File: config.mk
export PLATFORM = sky130hd
export DESIGN_NAME = push_conditioner
export DESIGN_NICKNAME = d
export VERILOG_FILES = /design/src/rtl/push_conditioner.sv
export SDC_FILE = /design/constraint.sdc
export NUM_CORES = 1
export LEC_CHECK = 0
export ABC_AREA = 1
export ABC_CLOCK_PERIOD_IN_PS = 2800
export BUFFER_PORTS_ARGS = -buffer_cell sky130_fd_sc_hd__buf_2
export CAP_MARGIN = 20
export CORE_UTILIZATION = 58
export DETAILED_ROUTE_END_ITERATION = 6
export PLACE_DENSITY = 0.89
export SLEW_MARGIN = 40
export SYNTH_ARGS = -nofsm -noshare
export SYNTH_HDL_FRONTEND = slang
export SYNTH_SLANG_ARGS = --single-unit
File: constraint.sdc
create_clock -name clk -period 2.8 [get_ports clk]
set_clock_uncertainty 0.2 [all_clocks]
set_input_delay 0.28 -clock clk [delete_from_list [all_inputs] [get_ports clk]]
set_output_delay 0.28 -clock clk [all_outputs]
set_load 0.1 [all_outputs]
File: src/rtl/push_conditioner.sv
// Push-button conditioner: debounces an already-synchronous button level and
// emits one scored strobe per accepted press, with post-press lockout and a saturating count.
module push_conditioner #(
  parameter int DEB_CYCLES     = 4,
  parameter int LOCKOUT_CYCLES = 8,
  parameter int CNT_W          = 8
) (
  input  logic             clk,
  input  logic             rst,
  input  logic             synchronous_push,
  input  logic             enable,
  input  logic             count_clr,
  output logic             press_pulse,
  output logic             pressed_level,
  output logic             busy,
  output logic [CNT_W-1:0] press_count
);

  localparam int DW = $clog2(DEB_CYCLES + 1);
  localparam int LW = (LOCKOUT_CYCLES > 0) ? $clog2(LOCKOUT_CYCLES + 1) : 1;
  localparam logic [DW-1:0] DEB_LAST  = DW'(DEB_CYCLES - 1);
  localparam logic [LW-1:0] LOCK_LOAD = LW'(LOCKOUT_CYCLES);

  typedef enum logic [1:0] {RELEASED, DEB_PRESS, HELD, DEB_RELEASE} state_t;

  state_t           state, state_nxt;
  logic [DW-1:0]    deb_cnt, deb_nxt;
  logic [LW-1:0]    lock_cnt, lock_nxt;
  logic [CNT_W-1:0] count_nxt;
  logic             accept, issue, level_nxt;

  function automatic logic [CNT_W-1:0] sat_inc(input logic [CNT_W-1:0] v);
    return (&v) ? v : v + 1'b1;
  endfunction

  always_comb begin
    state_nxt = state;
    deb_nxt   = deb_cnt;
    accept    = 1'b0;
    case (state)
      RELEASED: begin
        if (synchronous_push) begin
          state_nxt = DEB_PRESS;
          deb_nxt   = DW'(1);
        end
      end
      DEB_PRESS: begin
        if (!synchronous_push) begin
          state_nxt = RELEASED;
          deb_nxt   = '0;
        end else if (deb_cnt == DEB_LAST) begin
          state_nxt = HELD;
          deb_nxt   = '0;
          accept    = 1'b1;
        end else begin
          deb_nxt = deb_cnt + 1'b1;
        end
      end
      HELD: begin
        if (!synchronous_push) begin
          state_nxt = DEB_RELEASE;
          deb_nxt   = DW'(1);
        end
      end
      DEB_RELEASE: begin
        if (synchronous_push) begin
          state_nxt = HELD;
          deb_nxt   = '0;
        end else if (deb_cnt == DEB_LAST) begin
          state_nxt = RELEASED;
          deb_nxt   = '0;
        end else begin
          deb_nxt = deb_cnt + 1'b1;
        end
      end
      default: begin
        state_nxt = RELEASED;
        deb_nxt   = '0;
      end
    endcase

    // A press is scored only when the game runs and no lockout is pending.
    issue     = accept && enable && (lock_cnt == '0);
    lock_nxt  = issue ? LOCK_LOAD : ((lock_cnt != '0) ? lock_cnt - 1'b1 : lock_cnt);
    count_nxt = count_clr ? '0 : (issue ? sat_inc(press_count) : press_count);
    level_nxt = (state_nxt == HELD) || (state_nxt == DEB_RELEASE);
  end

  always_ff @(posedge clk) begin
    if (!rst) begin
      state         <= RELEASED;
      deb_cnt       <= '0;
      lock_cnt      <= '0;
      press_pulse   <= 1'b0;
      pressed_level <= 1'b0;
      busy          <= 1'b0;
      press_count   <= '0;
    end else begin
      state         <= state_nxt;
      deb_cnt       <= deb_nxt;
      lock_cnt      <= lock_nxt;
      press_pulse   <= issue;
      pressed_level <= level_nxt;
      busy          <= (lock_nxt != '0);
      press_count   <= count_nxt;
    end
  end

endmodule

==> results.py <==
metrics = {
    "place": {
        "dp_slack_ns": 1.20,
        "place_hpwl_mm": 1.50,
        "gp_congestion": 0.756,
        "place.port_buffers": 15,
    },
    "worst_hold_path": {
        "hp-class": "in -> reg",
        "min_from": "rst",
    },
    "routing": {
        "drt-total-wl_mm": 1.93,
        "dr.first_iter.drc_count": 37,
        "antenna_left": 0,
        "drt_pass1_iterations": 6,
        "vias": 896,
        "drc": 2,
        "post_drt_via_cell_ratio": 5.06,
        "wire_per_inst_um": 10.9,
    },
    "logic_synthesis": {
        "seq_area_frac_synth": 0.383,
        "ys_seq_elements": 19,
        "ys.warnings.count": 0,
        "syn_nets": 150,
        "avgSynthCellArea_sq_um": 7.00,
        "yosys.area.top_type": "dfxtp_1",
        "netlist.area_leader.share": 0.383,
        "netlist_instances": 142,
        "yosysUniqueCellTypes": 21,
        "synthesis.area_sq_um": 993,
        "synth_area_leaders": "dfxtp_1, nand2_1, inv_1",
    },
    "worst_setup_path": {
        "cpPeakStageDelay_ns": 0.47,
        "critPathMaxFanout": 6,
        "regToRegStartpoint": "deb_cnt[0]$_SDFFE_PN0P_",
        "path_buf_inv": 1,
        "worstPathCellList": "buf_2",
        "crit_start": "press_count[6]$_SDFFE_PP0P_",
        "end_kind": "output port",
        "crit_path_top_delay_cell": "buf_2",
        "cp.arrival_ns": 1.21,
        "start_kind": "flip-flop",
        "cp_top_family": "buffers and inverters",
        "cp.required_ns": 2.32,
        "critPathKind": "reg -> out",
    },
    "cts": {
        "cts_buffer_depth": 2,
        "ctsResizeCount": 0,
        "numCtsBuffers": 3,
        "postCtsHoldBufs": 0,
        "clkTransAtPathRegs_ns": 0.12,
        "h-tree-depth": 1,
        "cts_root_buf": "clkbuf_4",
        "post_cts_buffers": 0,
        "cts_tree": "yes",
        "clk_latency_ns": 0.29,
        "cts.sinks": 19,
    },
    "timing": {
        "max_freq_ghz": 0.592,
        "finalSetupTns_ns": 0,
        "rsz0062_at_grt": "false",
        "setup_ws_ns": 1.11,
        "period_share": 0.603,
        "max-slew-margin-rel": 0.676,
        "final_hold_viol_count": 0,
        "worst_slew_pin_slew_ns": 0.489,
        "maxSlewViolCount": 0,
        "min_period_ns": 1.69,
        "setup_viol": 0,
    },
    "power_and_ir_drop": {
        "seq_power_share": 0.429,
        "peakVddDrop_mv": 0.308,
        "leakagePower_nw": 0.546,
        "swShare": 0.407,
        "internal_power_w": 0.000430,
        "power.switching_w": 0.000296,
        "clockPowerShare": 0.188,
        "p_per_area_mw_per_mm2": 650,
        "combPwrFrac": 0.383,
    },
    "job": {
        "max_cap_viol_count": 0,
    },
    "final_layout": {
        "fillers": 131,
        "antennaDiodeCount": 0,
        "layout_commonest_cell": "nand2_1",
        "synthToLayoutAreaGrowth_pct": 12.3,
        "seqCellArea_sq_um": 380,
        "finalNetCount": 170,
        "drive_gt1_frac": 0.186,
        "multi_input_area_sq_um": 527,
        "layout_common_cells": "nand2_1, dfxtp_1, inv_1, buf_2, nor2_1",
    },
    "floorplanning": {
        "die_y_um": 43.4,
        "initial_utilization": 0.637,
        "dieArea_sq_mm": 0.00188,
        "die_x_um": 43.4,
        "rows": 14,
        "coreArea_sq_mm": 0.00156,
        "ioPinCount": 16,
    },
    "grt": {
        "grt_usage": 0.235,
        "grt_pass1_vias": 823,
        "grt_pass1_wl_mm": 3.36,
        "overflow": 0,
        "antenna_found_initial": 0,
        "grt_max_degree": 12,
    },
    "status": {
        "violations": "design-rule violations",
        "outcome": "finished with violations",
    },
}
-- sequential cells by signal (all words and copies together) (netlist names) --
register,cells
pressed_level,1
press_count,8
press_pulse,1
state,1
deb_cnt,3
lock_cnt,4
busy,1
-- path summary, 6_finish.rpt --
kind / end / slack [ns] / depth (start not counted)
setup reg to reg: press_count[5]$_SDFFE_PP0P_ / 1.18 / 7
setup / recovery: press_count[6] / 1.11 / 1
hold / removal: busy$_SDFF_PN0_ / 0.05 / 3
hold reg to reg: deb_cnt[2]$_SDFFE_PN0P_ / 0.29 / 2
-- metal layers --
layer,global-route usage,part of all wire
met4,0.0750,0.0057
met2,0.433,0.52
met3,0.0375,0.021
met1,0.275,0.45
met5,0,0
-- tightest hold or removal path: stages --
cell	delay, ns
buf_2	0.13
nand2_1	0.06
nand2_1	0.05
-- cells by family (layout without fill, tap and decap cells) --
| group | after synthesis | after routing | share of synthesized area |
|---|---|---|---|
| XOR/XNOR | 4 | 4 | 0.0353 |
| buffers and inverters | 23 | 42 | 0.0869 |
| flip-flops | 19 | 19 | 0.383 |
| adder cells (fa/ha/maj) | 3 | 3 | 0.0378 |
| AND/OR/NAND/NOR | 77 | 77 | 0.374 |
| AO/OA/AOI/OAI | 16 | 16 | 0.0831 |
-- power by group through the flow --
| stage | logic, W | clock network, W | registers [W] |
|---|---|---|---|
| floorplan | 0.000176 | 0 | 0.000372 |
| global placement | 0.000269 | 0 | 0.000317 |
| detailed placement | 0.000280 | 0 | 0.000318 |
| CTS | 0.000282 | 0.000141 | 0.000312 |
| global route | 0.000316 | 0.000153 | 0.000315 |
| finish | 0.000278 | 0.000137 | 0.000311 |
-- stage by stage --
step	instance area, sq um	utilization	hold slack (ns)	instances	total power, W
floorplan	993	-	0.183	142	0.000548
global placement	1090	0.698	0.255	173	0.000586
detailed placement	1090	0.698	0.276	173	0.000599
CTS	1120	0.716	0.0415	177	0.000734
global route	1120	0.716	0.0435	177	0.000783
finish	1120	0.716	0.0472	177	0.000726
-- cells in the mapped netlist --
cell and instances:
nand2_1 47, dfxtp_1 19, inv_1 18, nor2_1 13, a21oi_1 12, nand3_1 6
ha_1 3, inv_2 3, nand3_2 3, o21ai_0 3, clkinv_1 2, nand4_1 2
xnor2_1 2, xor2_1 2, a211oi_1 1, nand2_2 1, nand2_4 1, nand3_4 1
nand3b_1 1, nor2_4 1, nor2_8 1
-- layout make-up --
| cell class | instances | share of cell area |
|---|---|---|
| clock buffer | 3 | 0.0202 |
| clock inverter | 1 | 0.00448 |
| inverter | 23 | 0.0774 |
| multi-input combinational | 100 | 0.472 |
| sequential | 19 | 0.341 |
| tap | 16 | 0.0179 |
| timing repair buffer | 15 | 0.0673 |
Power figures use the tool's default switching activity.
